$ cat src/rtl/led_bar_anim.sv
// ---------------------------------------------------------------------------
// led_bar_anim
//
// LED-bar animation engine for an N-LED bar. It makes its own step timebase
// and blink for the leading LED, so no separate blink controller is needed.
// It offers four animation modes, run/pause, and a status interface that a
// higher-level sequencer can watch.
//
// Parameters
//   N          number of LEDs (N >= 2)
//   STEP_DIV   clock cycles per animation step (>= 1)
//   BLINK_DIV  clock cycles per blink half-period (>= 1)
//   PW         width of the position index
//
// Ports
//   clk         system clock; all logic runs on its rising edge
//   rst         synchronous, active-high reset
//   en          1 = animation runs; 0 = counters frozen and state held
//   mode        00 fill/drain, 01 chaser, 10 ping-pong, 11 flash all
//   out         LED drive; bit 0 is the first LED
//   pos         index of the current leading LED
//   dir         1 = moving up toward N-1, 0 = moving down
//   cycle_done  one-cycle pulse when a full animation period completes
// ---------------------------------------------------------------------------
module led_bar_anim #(
    parameter int N         = 8,
    parameter int STEP_DIV  = 1000,
    parameter int BLINK_DIV = 100,
    parameter int PW        = $clog2(N)
) (
    input  logic          clk,
    input  logic          rst,
    input  logic          en,
    input  logic [1:0]    mode,
    output logic [N-1:0]  out,
    output logic [PW-1:0] pos,
    output logic          dir,
    output logic          cycle_done
);

    localparam int SW = (STEP_DIV  > 1) ? $clog2(STEP_DIV)  : 1;
    localparam int BW = (BLINK_DIV > 1) ? $clog2(BLINK_DIV) : 1;

    localparam logic [SW-1:0] STEP_LAST  = SW'(STEP_DIV - 1);
    localparam logic [BW-1:0] BLINK_LAST = BW'(BLINK_DIV - 1);
    localparam logic [PW-1:0] POS_LAST   = PW'(N - 1);

    localparam logic [1:0] MODE_FILL  = 2'b00;
    localparam logic [1:0] MODE_CHASE = 2'b01;
    localparam logic [1:0] MODE_PING  = 2'b10;
    localparam logic [1:0] MODE_FLASH = 2'b11;

    typedef enum logic {
        PH_FILL  = 1'b0,
        PH_DRAIN = 1'b1
    } phase_e;

    logic [SW-1:0] step_cnt_q,  step_cnt_d;
    logic [BW-1:0] blink_cnt_q, blink_cnt_d;
    logic          blink_q,     blink_d;
    logic [PW-1:0] pos_q,       pos_d;
    logic          dir_q,       dir_d;
    phase_e        phase_q,     phase_d;
    logic [1:0]    mode_q,      mode_d;
    logic          cycle_done_q, cycle_done_d;

    logic tick;
    logic restart;

    assign tick    = en && (step_cnt_q == STEP_LAST);
    // A mode that differs from last cycle's mode restarts the animation,
    // whether or not the animation is running.
    assign restart = (mode != mode_q);

    // ---------------------------------------------------------------------
    // Next-state logic. Priority: mode-change restart, then the step tick.
    // Reset takes precedence in the register block below.
    // ---------------------------------------------------------------------
    always_comb begin
        // NOTE: every signal gets its hold value first, so no path through
        // this block leaves a _d signal unassigned (that would infer a latch).
        step_cnt_d   = step_cnt_q;
        blink_cnt_d  = blink_cnt_q;
        blink_d      = blink_q;
        pos_d        = pos_q;
        dir_d        = dir_q;
        phase_d      = phase_q;
        mode_d       = mode;
        cycle_done_d = 1'b0;

        if (restart) begin
            step_cnt_d  = '0;
            blink_cnt_d = '0;
            blink_d     = 1'b0;
            pos_d       = '0;
            dir_d       = 1'b1;
            phase_d     = PH_FILL;
        end else if (en) begin
            step_cnt_d = tick ? '0 : step_cnt_q + SW'(1);

            if (blink_cnt_q == BLINK_LAST) begin
                blink_cnt_d = '0;
                blink_d     = ~blink_q;
            end else begin
                blink_cnt_d = blink_cnt_q + BW'(1);
            end

            if (tick) begin
                unique case (mode_q)
                    MODE_FILL: begin
                        if (phase_q == PH_FILL) begin
                            if (pos_q == POS_LAST) begin
                                // Bar is full: stay on the top LED, then drain.
                                phase_d = PH_DRAIN;
                                dir_d   = 1'b0;
                            end else begin
                                pos_d = pos_q + PW'(1);
                            end
                        end else begin
                            if (pos_q == '0) begin
                                phase_d      = PH_FILL;
                                dir_d        = 1'b1;
                                cycle_done_d = 1'b1;
                            end else begin
                                pos_d = pos_q - PW'(1);
                            end
                        end
                    end
                    MODE_CHASE: begin
                        if (pos_q == POS_LAST) begin
                            pos_d        = '0;
                            cycle_done_d = 1'b1;
                        end else begin
                            pos_d = pos_q + PW'(1);
                        end
                    end
                    MODE_PING: begin
                        // dir turns around on the same edge that reaches an end,
                        // so dir already shows the new direction at the end LED.
                        if (dir_q) begin
                            pos_d = pos_q + PW'(1);
                            if (pos_q + PW'(1) == POS_LAST) begin
                                dir_d = 1'b0;
                            end
                        end else begin
                            pos_d = pos_q - PW'(1);
                            if (pos_q == PW'(1)) begin
                                dir_d        = 1'b1;
                                cycle_done_d = 1'b1;
                            end
                        end
                    end
                    MODE_FLASH: begin
                        cycle_done_d = 1'b1;
                    end
                    default: ;
                endcase
            end
        end
    end

    // ---------------------------------------------------------------------
    // State registers
    // ---------------------------------------------------------------------
    // NOTE: sequential state uses non-blocking assignments only, so every
    // register samples the values computed before the edge.
    always_ff @(posedge clk) begin
        if (rst) begin
            step_cnt_q   <= '0;
            blink_cnt_q  <= '0;
            blink_q      <= 1'b0;
            pos_q        <= '0;
            dir_q        <= 1'b1;
            phase_q      <= PH_FILL;
            mode_q       <= mode;
            cycle_done_q <= 1'b0;
        end else begin
            step_cnt_q   <= step_cnt_d;
            blink_cnt_q  <= blink_cnt_d;
            blink_q      <= blink_d;
            pos_q        <= pos_d;
            dir_q        <= dir_d;
            phase_q      <= phase_d;
            mode_q       <= mode_d;
            cycle_done_q <= cycle_done_d;
        end
    end

    // ---------------------------------------------------------------------
    // LED decode: purely combinational from registered state, so there is
    // no added latency.
    // ---------------------------------------------------------------------
    always_comb begin
        out = '0;
        for (int i = 0; i < N; i++) begin
            unique case (mode_q)
                MODE_FILL:  out[i] = (PW'(i) < pos_q) || ((PW'(i) == pos_q) && blink_q);
                MODE_CHASE: out[i] = (PW'(i) == pos_q);
                MODE_PING:  out[i] = (PW'(i) == pos_q);
                MODE_FLASH: out[i] = blink_q;
                default:    out[i] = 1'b0;
            endcase
        end
    end

    assign pos        = pos_q;
    assign dir        = dir_q;
    assign cycle_done = cycle_done_q;

endmodule

$ cat config.mk
export PLATFORM = sky130hd
export DESIGN_NAME = led_bar_anim
export DESIGN_NICKNAME = d
export VERILOG_FILES = /design/src/rtl/led_bar_anim.sv
export SDC_FILE = /design/constraint.sdc
export NUM_CORES = 1
export LEC_CHECK = 0
export CAP_MARGIN = 5
export CORE_MARGIN = 2
export CORE_UTILIZATION = 35
export CTS_CLUSTER_SIZE = 10
export DETAILED_ROUTE_END_ITERATION = 10
export PLACE_DENSITY_LB_ADDON = 0.05
export SLEW_MARGIN = 40
export SYNTH_ARGS = -nofsm -noshare
export SYNTH_HDL_FRONTEND = slang
export SYNTH_SLANG_ARGS = --single-unit
$ cat constraint.sdc
create_clock -name clk -period 2.69 [get_ports clk]
set_input_delay 0.4035 -clock clk [delete_from_list [all_inputs] [get_ports clk]]
set_output_delay 0.4035 -clock clk [all_outputs]
set_load 0.02 [all_outputs]
Word level (Yosys, flattened, before mapping)
Index checks and enable logic that the tools add are counted.

storage, ports and cells
  register bits = 26
  output and inout bits = 13
  word-level logic and storage cells = 101

cells by class
  bitwise logic cells = 3
  reduce and logical (&&, ||, !) cells = 28
  magnitude comparators = 8
  mux-type cells = 30
  equality and inequality tests = 20
  $add $sub $neg = 4

operators by type and width
  cell                                                number
  one-hot mux 1 bit (3 select lines)                  8
  two-way mux 3 bit                                   5
  equality test 3 bit, first input constant           4
  < comparator 3 bit, first input constant            4
  two-way mux 1 bit                                   12
  != test 3 bit, second input constant                4
  adder 10 x 1 -> 10 bit, second input constant       1
  equality test 10 bit, second input constant         1
  two-way mux 10 bit                                  1
  AND reduction 5 bit                                 2
  logical AND 1 bit                                   9
  one-hot mux 3 bit (3 select lines)                  1
  logical OR 1 bit                                    8
  adder 7 x 1 -> 7 bit, second input constant         1
  equality test 7 bit, second input constant          1
  two-way mux 7 bit                                   1
  equality test 2 x 3 -> 1 bit, first input constant  2
  equality test 3 bit, second input constant          2
  < comparator 1 x 3 -> 1 bit, first input constant   2
  < comparator 2 x 3 -> 1 bit, first input constant   2
  equality test 2 bit, second input constant          2
  one-hot mux 1 bit (4 select lines)                  1
  OR reduction 2 bit                                  2
  OR reduction 4 bit                                  1
  14 further kinds                                    16

Logic depth before layout (Yosys ltp)
Gate-level depths: netlist (run 1).

  depth after elaboration = 5
  mapped depth = 7

Worst setup path before layout (run 1)
OpenSTA, ideal clock, no wires.

  kind = register to output
  start point = reg mode_q[0]
  end point = out out[5]
  data required time = 2.287 ns
  cell stages (with the launch flop) = 6
  data arrival time = 1.523 ns
  path slack = 0.763 ns
  cells stage by stage = dfxtp_1 > inv_1 > ha_1 > clkbuf_1 > nand4_1 > a21oi_1

between the ends
  longest elaborated chain between the ends = 3
  elaborated cells between the ends (all ways) = 6
  classes of those cells = eq/ne: 3; mux: 1; reduce/logical: 2

ends and longest elaborated chain
  element                                                                     RTL line  text
  start, declared                                                             64        logic [1:0] mode_q, mode_d;
  start signal, assigned                                                      175       mode_q <= mode;
  start signal, assigned                                                      184       mode_q <= mode_d;
  equality test 2 bit / equality test 2 x 1 -> 1 bit (equally long branches)  196       unique case (mode_q)
  OR reduction 2 bit (no line)                                                -
  one-hot mux 1 bit (3 select lines) (*)                                      196
  end, declared                                                               35        output logic [N-1:0] out,

Every way passes the cells marked *; elsewhere a longest branch is shown, timed or not.

Final worst setup path (run 1)
  start point = reg mode_q[1]
  end point = out out[0]

Same word-level chain as after synthesis.

==> flow_summary.ini, run 1 <==
[yosys]
yosys-top-cells-count = 26 x dfxtp_1, 26 x nor2_1, 19 x nand2_1
synth_top_area_cell = dfxtp_1
syn_nets = 216
synth-seq-cells = 26
syn_inst = 198
synth_top_area_share_pct = 31.8
ys_async_sr_fraction_pct = 0
netlist_area_um2 = 1640
avgSynthCellArea_um2 = 8.26
synth_top_flop_cell = dfxtp_1
yosysWarnings = 0
synth.distinct_cells = 47
synth_edf_count = 0
ys_seq_area_share_pct = 31.8
synth_area_leaders = dfxtp_1 32%, ha_1 9.9%, nor2_1 6.0%

[clock_tree]
cts.sinks = 26
cts_tree = built
cts_max_level = 1
cts.clk_slew.worst_paths_ns = 0.10
cts-hold-fix-buffers = 0
root_buffer = clkbuf_8
clk_latency_ns = 0.28
cts_buffers = 3
clock_path_buffers = 2

[critical_path]
slowest_stage = clkdlybuf4s50_1
crit_path_max_incr_delay_ns = 0.55
criticalPathCategory = reg -> out
end_kind = output port
arrival_ns = 2.11
worstSetupStartpointType = register
path_max_fanout = 9
crit_chain = inv_1 > ha_2 > clkinvlp_4 > a2111oi_1 > a21oi_1 > clkdlybuf4s50_1
cp.required_ns = 2.29

[finish]
utilization_pct = 44.4
drive_above_1_share_pct = 8.76
syn2layout_area_growth_pct = 19.8
final_cell_area_um2 = 1960
finalNonFillerCells = 269
nNetsFinal = 236
n_antenna_cell = 0

[routing]
vias = 1434
drt_iter0_drc = 97
wl_per_cell_um = 14.1
drc = 0
firstDrtPassIters = 4
drt-total-wl_um = 3800
via_per_inst = 5.33
ant_nets = 0

[floorplan]
die_y_um = 72.4
core_um2 = 4410
initial_core_util_pct = 37.0
die-area_um2 = 5240
num_rows = 24
die_w_um = 72.4
io_pins = 18

[sta]
setup_viol = 0
holdWs_ns = 0.506
fin_tns_setup_ns = 0
fin_worst_skew_ns = 0.00927
worst_slack_ns = 0.178
slew_headroom_pct = 71.6
finalCritPeriodShare_pct = 93.4
fin_crit_ns = 2.51
fmax_mhz = 398
rsz0062_at_grt = no
tightestPinTransition_ns = 0.422
hold_violations = 0
slew_violations = 0

[pwr]
leakage_nw = 0.740
p_per_area_nw_per_um2 = 412
ir_drop_v = 0.000185
p_total_uw = 808

[global_route]
grt_pass1_wl_um = 6730
grt_usage_pct = 16.0
grt-ovfl-total = 0
grt_pass1_vias = 1406
antenna_found_initial = 0
grt_start_max_net_pins = 16

[outcome]
outcome = complete, no violations

[hold_path]
min_path_type = reg -> reg

[placement]
place.gp.congestion = 0.855
post-place-cells = 265
place_ws_ns = 0.241
placed_area_um2 = 1870
dp_hpwl_um = 2830
io_buffers = 17

[job]
drv_cap = 0
## where the power goes
| part | internal (mW) | switching (mW) | total [mW] |
|---|---|---|---|
| registers | 0.388 | 0.00346 | 0.391 |
| logic | 0.0362 | 0.0533 | 0.0895 |
| clock network | 0.199 | 0.128 | 0.327 |
## final timing paths
path                  from            end  slack [ns]  cells after the start
min          step_cnt_q[1]  step_cnt_q[1]        0.51                      2
max reg2reg  step_cnt_q[0]         pos[0]        0.82                      6
min reg2reg  step_cnt_q[1]  step_cnt_q[1]        0.51                      2
max              mode_q[1]         out[0]        0.18                      6
## kinds of logic (layout without fill, tap and decap cells)
logic type / after synthesis / in the layout / share of synthesized area, %
xor+xnor: 18 / 18 / 9.64
simple gates: 85 / 85 / 25.6
compound gates: 35 / 35 / 16.1
fa+ha+maj: 13 / 13 / 9.95
buf+inv: 17 / 36 / 4.44
mux: 4 / 4 / 2.45
flops: 26 / 26 / 31.8
## what timing repair did
item	CTS	global route
buffers inserted	0	0
resized for setup	2	6
endpoints found under the setup margin	3	5
## layout make-up
| cell class | instances | area, um^2 |
|---|---|---|
| flip-flops and latches | 26 | 522 |
| clock buffers | 3 | 41.3 |
| repair buffers | 22 | 214 |
| fillers | 455 | 2450 |
| inverters | 10 | 41.3 |
| well taps | 52 | 65.1 |
| clock inverters | 1 | 30.0 |
| multi-input cells | 155 | 1050 |
## worst max-delay path: cells and delay by family, from the launching register on
family	cells	cell delay, ns
flip-flops	1	0.36
adder cells (fa/ha/maj)	1	0.21
buffers and inverters	3	0.83
AO/OA/AOI/OAI	2	0.43
## layer usage
| layer | vias to the layer above | GRT usage [%] | routed length (um) |
|---|---|---|---|
| li1 | 728 | - | - |
| met3 | 4 | 3.06 | 153 |
| met1 | 678 | 22.4 | 1850 |
| met4 | 0 | 3.35 | 29 |
| met2 | 24 | 25.5 | 1770 |
| met5 | - | 0 | 0 |
## sequential cells by signal, indices dropped and copies added, names as in the netlist
register / count
step_cnt_q: 10
phase_q: 1
blink_q: 1
dir: 1
mode_q: 2
pos: 3
blink_cnt_q: 7
cycle_done: 1
## cell usage in the layout, fill, tap and decap left out, types with 2 or more instances in the layout
cell              n
nor2b_1           3
o21a_1            3
a2111oi_1         2
clkdlybuf4s50_1  13
nand2_1          19
nand2b_1          5
o22ai_1           2
xor2_1            9
nand3_1           8
xnor2_1           9
nor3b_1           3
nor2_1           26
clkbuf_8          3
nand4_1           7
inv_1             9
a21oi_1           8
dfxtp_1          25
mux2i_1           4
nand3b_1          2
nor3_1            4
ha_1             12
buf_4             5
dlymetal6s2s_1    3
o21ai_0           5
and3_2            2
No activity file was read; power rests on OpenSTA's default activity.
==> run 2, diff against run 1 <==
--- a/config.mk
+++ b/config.mk
@@ -15,3 +15,4 @@
 export SYNTH_ARGS = -nofsm -noshare
 export SYNTH_HDL_FRONTEND = slang
 export SYNTH_SLANG_ARGS = --single-unit
+export TNS_END_PERCENT = 1
==> constraint.sdc (replaced) <==
create_clock -name clk -period 2.69 [get_ports clk]
set_input_delay 0.6725 -clock clk [delete_from_list [all_inputs] [get_ports clk]]
set_output_delay 0.6725 -clock clk [all_outputs]
set_load 0.02 [all_outputs]
==> run 2 against run 1 <==
- sequential cell count unchanged
- wire length shrank 2.7%
- cell count increased by 1.9%
- sequential power hardly changed
- critical path depth decreased by 1
- non-clock buffer count grew 5
- global-route usage down 0.79 points
- setup slack worse by 0.050 ns
==> flow_summary.ini, run 2 (synthesized netlist as in run 1, its figures left out) <==
[clock_tree]
cts_buffers = 3
root_buffer = clkbuf_8
cts.clk_slew.worst_paths_ns = 0.09
cts.sinks = 26
cts_max_level = 1
clock_path_buffers = 2
clk_latency_ns = 0.28
cts_tree = built

[sta]
tightestPinTransition_ns = 0.420
finalCritPeriodShare_pct = 95.2
fin_crit_ns = 2.56
rsz0062_at_grt = no
fin_worst_skew_ns = 0.00949
holdWs_ns = 0.492
fmax_mhz = 390
setup_viol = 0
fin_tns_setup_ns = 0
slew_violations = 0
slew_headroom_pct = 71.7
hold_violations = 0

[routing]
via_per_inst = 5.21
drt-total-wl_um = 3700
ant_nets = 0
drc = 0
wl_met2_um = 1740
vias = 1427
wl_met1_um = 1760
wl_per_cell_um = 13.5
firstDrtPassIters = 4
met3_length_um = 156
drt_iter0_drc = 72
highest_layer = met4

[placement]
place.gp.congestion = 0.807
dp_hpwl_um = 2890
io_buffers = 17
placed_area_um2 = 1910
post-place-cells = 270

[critical_path]
crit_path_max_incr_delay_ns = 0.44
reg2reg_depth = 6
end_kind = output port
path_max_fanout = 8
arrival_ns = 1.89
crit_chain = inv_1 > ha_1 > a2111oi_1 > a21oi_1 > dlygate4sd2_1
slowest_stage = a2111oi_1
worstSetupStartpointType = register
criticalPathCategory = reg -> out
cp.required_ns = 2.02

[floorplan]
die_w_um = 72.4
initial_core_util_pct = 37.0
die_y_um = 72.4
die-area_um2 = 5240
core_um2 = 4410
io_pins = 18
num_rows = 24

[pwr]
leakage_nw = 0.743
p_per_area_nw_per_um2 = 408
ir_drop_v = 0.000168

[global_route]
grt_usage_pct = 15.2
antenna_found_initial = 0
grt_pass1_vias = 1384
grt-ovfl-total = 0
grt_pass1_wl_um = 6350
grt_start_max_net_pins = 16

[finish]
finalNonFillerCells = 274
mostFrequentLayoutCell = nor2_1
nNetsFinal = 241
drive_above_1_share_pct = 11.7
largest-register = step_cnt_q
largest_reg_flops = 10
final_cell_area_um2 = 1980
n_antenna_cell = 0
final_cell_mix = 26 x nor2_1, 24 x dfxtp_1, 19 x nand2_1, 13 x ha_1, 10 x buf_4
syn2layout_area_growth_pct = 20.8
utilization_pct = 44.8

[hold_path]
min_path_type = reg -> reg
hold_depth = 2

[outcome]
outcome = complete, no violations

[job]
drv_cap = 0
-- run 2: stage by stage --
step	total power, mW	setup slack [ns]
finish	0.806	0.128
global route	0.848	0.00283
CTS	0.817	0.0650
detailed placement	0.494	0.0835
global placement	0.491	0.183
floorplan	0.454	0.494
-- run 2: layout make-up --
type	count	area [um^2]
Tap cell	52	65.1
Fill cell	442	2440
Inverter	10	38.8
Clock buffer	3	41.3
Sequential cell	26	523
Multi-Input combinational cell	155	1050
Timing Repair Buffer	27	231
Clock inverter	1	30.0
-- run 2: routing by layer --
metal | global-route usage [%] | vias to the layer above
met2 | 26.0 | 30
li1 | - | 739
met4 | 3.14 | 0
met3 | 2.78 | 6
met5 | 0 | -
met1 | 19.9 | 652
-- run 2: final timing paths --
path / start / to / slack, ns
worst max register to register: step_cnt_q[0] / dir / 0.82
worst min register to register: step_cnt_q[1] / step_cnt_q[1] / 0.49
worst min-delay path: step_cnt_q[1] / step_cnt_q[1] / 0.49
worst max-delay path: pos[1] / out[0] / 0.13
-- run 2: where the power goes --
part           internal [mW]  total (mW)  switching, mW
Combinational         0.0377      0.0920         0.0543
Clock                  0.199       0.324          0.125
Sequential             0.388       0.390        0.00224
Total                  0.625       0.806          0.181
-- run 2: critical path, delay by kind of cell, from the launching register on --
family	cells	cell delay, ns
AO/OA/AOI/OAI	2	0.52
adder cells (fa/ha/maj)	1	0.21
buffers and inverters	2	0.48
flip-flops	1	0.42
-- run 2: timing repair --
| action | 4_1_cts | 5_1_grt |
|---|---|---|
| hold buffers | 0 | 0 |
| endpoints found under the setup margin | 8 | 2 |
| gates resized for setup | 12 | 3 |
| buffers inserted | 0 | 0 |
==> run 3, diff against run 2 <==
--- a/config.mk
+++ b/config.mk
@@ -15,4 +15,3 @@
 export SYNTH_ARGS = -nofsm -noshare
 export SYNTH_HDL_FRONTEND = slang
 export SYNTH_SLANG_ARGS = --single-unit
-export TNS_END_PERCENT = 1
==> results of run 3 <==
No change in the layout: final DEF, timing and power equal those of run 2.
Among the figures that moved: number of gates resized after CTS 12 -> 11
